## src/rtl/store_align_buffer.sv

```systemverilog
// Store queue between MEM stage and data memory: aligns store data and active-low byte enables to DM lanes,
// splits lane-crossing stores into two beats and flags loads that overlap queued stores.
module store_align_buffer #(
    parameter int         DATA_W         = 32,
    parameter int         DEPTH          = 4,
    parameter bit         ALLOW_MISALIGN = 1'b1,
    parameter logic [2:0] WHB_WORD       = 3'b100,
    parameter logic [2:0] WHB_HALF       = 3'b010,
    parameter logic [2:0] WHB_BYTE       = 3'b001
) (
    input  logic                   clk,
    input  logic                   rst,
    input  logic                   st_valid,
    output logic                   st_ready,
    input  logic [31:0]            st_addr,
    input  logic [31:0]            st_data,
    input  logic [2:0]             st_whb,
    output logic                   dm_valid,
    input  logic                   dm_ready,
    output logic [31:0]            DM_addr,
    output logic [DATA_W/8-1:0]    DM_web,
    output logic [DATA_W-1:0]      DM_datain,
    input  logic [31:0]            ld_addr,
    output logic                   ld_hit,
    output logic                   misalign_err,
    output logic                   empty
);
    localparam int LANES = DATA_W / 8;
    localparam int OFFW  = $clog2(LANES);
    localparam int PTRW  = $clog2(DEPTH);
    localparam logic [31:0] ALIGN_MASK = ~(32'(LANES) - 32'd1);

    typedef enum logic {BEAT0 = 1'b0, BEAT1 = 1'b1} beat_t;

    logic [31:0]     addr_q_r  [DEPTH];
    logic [31:0]     data_q_r  [DEPTH];
    logic [2:0]      n_q_r     [DEPTH];
    logic            split_q_r [DEPTH];
    logic [PTRW-1:0] rd_ptr_r;
    logic [PTRW-1:0] wr_ptr_r;
    logic [PTRW:0]   count_r;
    beat_t           beat_r;
    logic            misalign_err_r;

    logic [2:0]          n_s;
    logic                size_ok_s;
    logic [31:0]         data_mask_s;
    logic [OFFW+1:0]     span_s;
    logic                split_s;
    logic                accept_s;
    logic                push_s;
    logic                drop_s;
    logic                pop_s;
    logic                hs_s;
    logic [OFFW-1:0]     head_off_s;
    logic [3:0]          lane_ones_s;
    logic [2*LANES-1:0]  head_mask_s;
    logic [2*DATA_W-1:0] head_wide_s;
    logic [31:0]         head_aligned_s;
    logic                ld_hit_s;

    // Decode incoming store size and zero the bytes beyond it so unused lanes carry 0.
    always_comb begin
        size_ok_s   = 1'b1;
        n_s         = 3'd0;
        data_mask_s = 32'h0000_0000;
        case (st_whb)
            WHB_WORD: begin n_s = 3'd4; data_mask_s = st_data; end
            WHB_HALF: begin n_s = 3'd2; data_mask_s = {16'h0000, st_data[15:0]}; end
            WHB_BYTE: begin n_s = 3'd1; data_mask_s = {24'h00_0000, st_data[7:0]}; end
            default:  begin n_s = 3'd0; size_ok_s = 1'b0; end
        endcase
    end

    assign span_s   = (OFFW+2)'(st_addr[OFFW-1:0]) + (OFFW+2)'(n_s);
    assign split_s  = span_s > (OFFW+2)'(LANES);
    assign st_ready = count_r != (PTRW+1)'(DEPTH);
    assign accept_s = st_valid && st_ready;
    assign drop_s   = accept_s && size_ok_s && split_s && !ALLOW_MISALIGN;
    assign push_s   = accept_s && size_ok_s && !(split_s && !ALLOW_MISALIGN);
    assign hs_s     = dm_valid && dm_ready;
    assign pop_s    = hs_s && ((beat_r == BEAT1) || !split_q_r[rd_ptr_r]);

    // Head entry expanded over two DM words: low half is beat0, high half is beat1.
    always_comb begin
        head_off_s     = addr_q_r[rd_ptr_r][OFFW-1:0];
        head_aligned_s = addr_q_r[rd_ptr_r] & ALIGN_MASK;
        case (n_q_r[rd_ptr_r])
            3'd4:    lane_ones_s = 4'hF;
            3'd2:    lane_ones_s = 4'h3;
            3'd1:    lane_ones_s = 4'h1;
            default: lane_ones_s = 4'h0;
        endcase
        head_mask_s = (2*LANES)'(lane_ones_s) << head_off_s;
        head_wide_s = (2*DATA_W)'(data_q_r[rd_ptr_r]) << {head_off_s, 3'b000};
    end

    // DM beat outputs, idle values whenever the queue is empty.
    always_comb begin
        dm_valid  = 1'b0;
        DM_addr   = 32'h0000_0000;
        DM_web    = {LANES{1'b1}};
        DM_datain = {DATA_W{1'b0}};
        if (count_r != '0) begin
            dm_valid = 1'b1;
            if (beat_r == BEAT0) begin
                DM_addr   = head_aligned_s;
                DM_web    = ~head_mask_s[LANES-1:0];
                DM_datain = head_wide_s[DATA_W-1:0];
            end else begin
                DM_addr   = head_aligned_s + 32'(LANES);
                DM_web    = ~head_mask_s[2*LANES-1:LANES];
                DM_datain = head_wide_s[2*DATA_W-1:DATA_W];
            end
        end else begin
            dm_valid = 1'b0;
        end
    end

    // Load overlap: any live entry whose first or (split) second word matches the load word.
    always_comb begin
        ld_hit_s = 1'b0;
        for (int i = 0; i < DEPTH; i++) begin
            ld_hit_s = ld_hit_s |
                (({1'b0, PTRW'(PTRW'(i) - rd_ptr_r)} < count_r) &&
                 (((addr_q_r[i] & ALIGN_MASK) == (ld_addr & ALIGN_MASK)) ||
                  (split_q_r[i] && (((addr_q_r[i] & ALIGN_MASK) + 32'(LANES)) == (ld_addr & ALIGN_MASK)))));
        end
    end

    assign ld_hit       = ld_hit_s;
    assign misalign_err = misalign_err_r;
    assign empty        = count_r == '0;

    // Queue storage, pointers, occupancy and beat state.
    always_ff @(posedge clk) begin
        if (rst) begin
            rd_ptr_r       <= '0;
            wr_ptr_r       <= '0;
            count_r        <= '0;
            beat_r         <= BEAT0;
            misalign_err_r <= 1'b0;
        end else begin
            misalign_err_r <= drop_s;
            if (push_s) begin
                addr_q_r[wr_ptr_r]  <= st_addr;
                data_q_r[wr_ptr_r]  <= data_mask_s;
                n_q_r[wr_ptr_r]     <= n_s;
                split_q_r[wr_ptr_r] <= split_s;
                wr_ptr_r            <= wr_ptr_r + PTRW'(1);
            end
            if (pop_s) begin
                rd_ptr_r <= rd_ptr_r + PTRW'(1);
            end
            case ({push_s, pop_s})
                2'b10:   count_r <= count_r + (PTRW+1)'(1);
                2'b01:   count_r <= count_r - (PTRW+1)'(1);
                default: count_r <= count_r;
            endcase
            case (beat_r)
                BEAT0:   if (hs_s && split_q_r[rd_ptr_r]) beat_r <= BEAT1;
                BEAT1:   if (dm_ready) beat_r <= BEAT0;
                default: beat_r <= BEAT0;
            endcase
        end
    end
endmodule

```

## config.mk

```make
export PLATFORM = sky130hd
export DESIGN_NAME = store_align_buffer
export DESIGN_NICKNAME = d
export VERILOG_FILES = /design/src/rtl/store_align_buffer.sv
export SDC_FILE = /design/constraint.sdc
export NUM_CORES = 1
export LEC_CHECK = 0
export ABC_AREA = 1
export CELL_PAD_IN_SITES_DETAIL_PLACEMENT = 1
export CELL_PAD_IN_SITES_GLOBAL_PLACEMENT = 1
export CORE_ASPECT_RATIO = 1.1
export CORE_MARGIN = 2
export CORE_UTILIZATION = 30
export DETAILED_ROUTE_END_ITERATION = 16
export DONT_BUFFER_PORTS = 1
export GPL_TIMING_DRIVEN = 0
export PLACE_DENSITY_LB_ADDON = 0.1
export SLEW_MARGIN = 20
export SYNTH_ARGS = -nofsm -noshare
export SYNTH_HDL_FRONTEND = slang
export SYNTH_SLANG_ARGS = --single-unit
```

## constraint.sdc

```tcl
create_clock -name clk -period 10.55 [get_ports clk]
set_clock_uncertainty 0.15 [all_clocks]
set_input_delay 2.11 -clock clk [delete_from_list [all_inputs] [get_ports clk]]
set_output_delay 2.11 -clock clk [all_outputs]
set_load 0.02 [all_outputs]
```

==> run_results.csv <==
group,metric,value,unit
logic_synthesis,ys_ff_latch,282,
logic_synthesis,synth_cell_types,59,
finish,drive_gt1_share,6.63,%
clock_tree,cts_resized,0,
drt,wl_met2,45.6,mm
outcome,status,"completed",
global_routing,grt_pass1_vias,18400,
sta,setup_viol,0,
drt,wirelength,87.6,mm
finish,syn_to_final_growth,13.6,%
sta,relSlewSlack,27.0,%
logic_synthesis,synth_edf_count,272,
floorplanning,die_y,267,µm
power_and_ir_drop,p_leak,8.72,nW
logic_synthesis,synthCells,2516,
floorplanning,rows,96,
sta,maxSlewViolCount,0,
floorplanning,fp.dieW,243,µm
finish,antenna_cells,0,
finish,fin_cells,3429,
drt,viasPerCell,5.13,
drt,first_pass_iters,5,
worst_setup_path,crit_fanout,6,
drt,met3_length,4.16,mm
logic_synthesis,yosysMostFrequentCell,"nand2_1",
clock_tree,ctsHoldBuffers,0,
drt,met1_length,34.1,mm
logic_synthesis,yosysTopAreaCellShare,43.4,%
global_routing,grt_usage,26.8,%
global_routing,grt-ovfl-total,0,
clock_tree,post_cts_buffers,0,
drt,wire_per_inst,25.5,µm
finish,multi_input_area,0.00903,mm²
sta,setup_tns,0,ns
clock_tree,cts_made_buffers,35,
logic_synthesis,synth_largest_area_cell,"edfxtp_1",
worst_setup_path,cp.arrival,4.58,ns
placement,dp.cells,3366,
clock_tree,root_buffer,"clkbuf_16",
clock_tree,numClockSinks,282,
worst_setup_path,required,8.29,ns
clock_tree,cts.clk_slew.worst_paths,0.06,ns
worst_setup_path,critPathLaunchType,"input pin",
floorplanning,core_area,0.0622,mm²
clock_tree,insertion_delay,0.57,ns
run,drv_cap,0,
power_and_ir_drop,peakVddDrop,122,µV
global_routing,grt_max_degree,23,
placement,port_buffers,0,
placement,gp_congestion,0.922,
logic_synthesis,netlist_area,0.0188,mm²
logic_synthesis,postSynthAreaPerCell,7.49,µm²
floorplanning,initial_core_util,30.3,%
drt,drtAntennaViolNets,0,
finish,nNetsFinal,2691,
placement,post-place-ws,3.77,ns
global_routing,grt_pass1_wl,125,mm
power_and_ir_drop,power,0.00308,W
clock_tree,cts_tree,"done",
logic_synthesis,synth_ff_type,"edfxtp_1",
sta,period_needed,6.84,ns
worst_setup_path,worstSetupPathType,"input pin to output port",
floorplanning,ios,176,
finish,final_area,0.0214,mm²
drt,drcViolationCount,0,
drt,highest_layer,"met4",
sta,rsz0062_at_grt,"false",
sta,setup_ws,3.71,ns
worst_setup_path,end_kind,"output port",
global_routing,antenna_found_initial,0,
min_path,min_path_type,"register to register",
logic_synthesis,ys_top_cells_by_area,"edfxtp_1 43%, nand2_1 15%, nor2_1 7.1%",
logic_synthesis,yosys_warnings,0,
sta,fmaxAchievable,146,MHz
clock_tree,cts.path.max_buffers,3,
finish,seq_area,0.00837,mm²
finish,num-fill-cells,7727,
logic_synthesis,yosysSeqAreaShare,44.4,%
logic_synthesis,synth-async-reset-ratio,0,%
sta,worst_slew_pin_slew,1.09,ns
floorplanning,fp.dieArea,0.0648,mm²
placement,place_area,0.0203,mm²
sta,fin_crit_sh,64.8,%
sta,hold_viol_final,0,
clock_tree,htreeDepth,2,
worst_setup_path,r2r_slack,6.77,ns
placement,hpwl,71.4,mm
drt,drt_iter0_drc,934,
logic_synthesis,synth_top_cells_by_count,"772 x nand2_1, 354 x nor2_1, 277 x inv_1",
drt,via_count,17600,
power_and_ir_drop,p_per_area,144,mW/mm²
[power breakdown]
part	switching, W	internal, W	leakage (nW)	total (W)
clock	0.000519	0.000691	0.550	0.00121
combinational	0.000464	0.000150	5.64	0.000615
sequential	0.0000158	0.00124	2.53	0.00126
total	0.000999	0.00208	8.72	0.00308
[critical path, cell delays in order]
cell,delay [ns]
clkbuf_1,0.35
inv_1,0.11
nand2_1,0.08
nand2_1,0.07
nor2_1,0.22
nand3_1,0.10
nor4_1,0.82
nand3_1,0.17
nand2_1,0.21
nand2_1,0.08
nand2_1,0.07
inv_1,0.03
nand2_1,0.16
[registers in the layout (all words and copies together) (netlist names), named ones only]
| register | count |
|---|---|
| addr_q_r | 128 |
| beat_r | 1 |
| count_r | 3 |
| data_q_r | 128 |
| n_q_r | 12 |
| rd_ptr_r | 2 |
| split_q_r | 4 |
| wr_ptr_r | 2 |
[layout by cell type, fill, tap and decap left out, types with 35 or more instances in the layout]
cell / count
a21oi_1: 97
clkbuf_16: 35
edfxtp_1: 272
inv_1: 277
nand2_1: 772
nand3_1: 152
nand4_1: 40
nor2_1: 349
o21ai_0: 125
xnor2_1: 50
xor2_1: 56
[final timing paths]
| check | from | to | cells after the start |
|---|---|---|---|
| max | ld_addr[17] | ld_hit | 13 |
| min | wr_ptr_r[0] | wr_ptr_r[0] | 1 |
| max reg2reg | register | count_r[2] | 14 |
| min reg2reg | wr_ptr_r[0] | wr_ptr_r[0] | 1 |
[metal layers]
layer | global-route usage [%] | up-vias
li1 | - | 8399
met1 | 29.7 | 8670
met2 | 50.3 | 403
met3 | 4.69 | 110
met4 | 10.9 | 0
met5 | 0 | -
[final cells by class]
type,instances,area share [%]
well taps,833,4.87
clock inverters,25,1.15
multi-input cells,1872,42.2
inverters,293,5.14
clock buffers,38,4.14
flip-flops and latches,282,39.1
repair buffers,15,1.65
plain buffers,71,1.79
[through the flow]
stage,hold WS [ns],util (%)
5_1_grt,0.401,34.4
4_1_cts,0.366,34.4
3_5_place_dp,0.353,32.6
3_3_place_gp,0.332,32.0
6_report,0.365,34.4
2_1_floorplan,0.313,-
[logic make-up after synthesis]
| family | Yosys count | synth area share, % |
|---|---|---|
| mux | 1 | 0.0531 |
| flops | 282 | 44.4 |
| fa+ha+maj | 18 | 1.28 |
| simple gates | 1412 | 31.2 |
| xor+xnor | 106 | 4.93 |
| buf+inv | 364 | 7.87 |
| other cells | 1 | 0.0199 |
| compound gates | 332 | 10.2 |
Note: power is estimated with default switching activity, not from simulation.
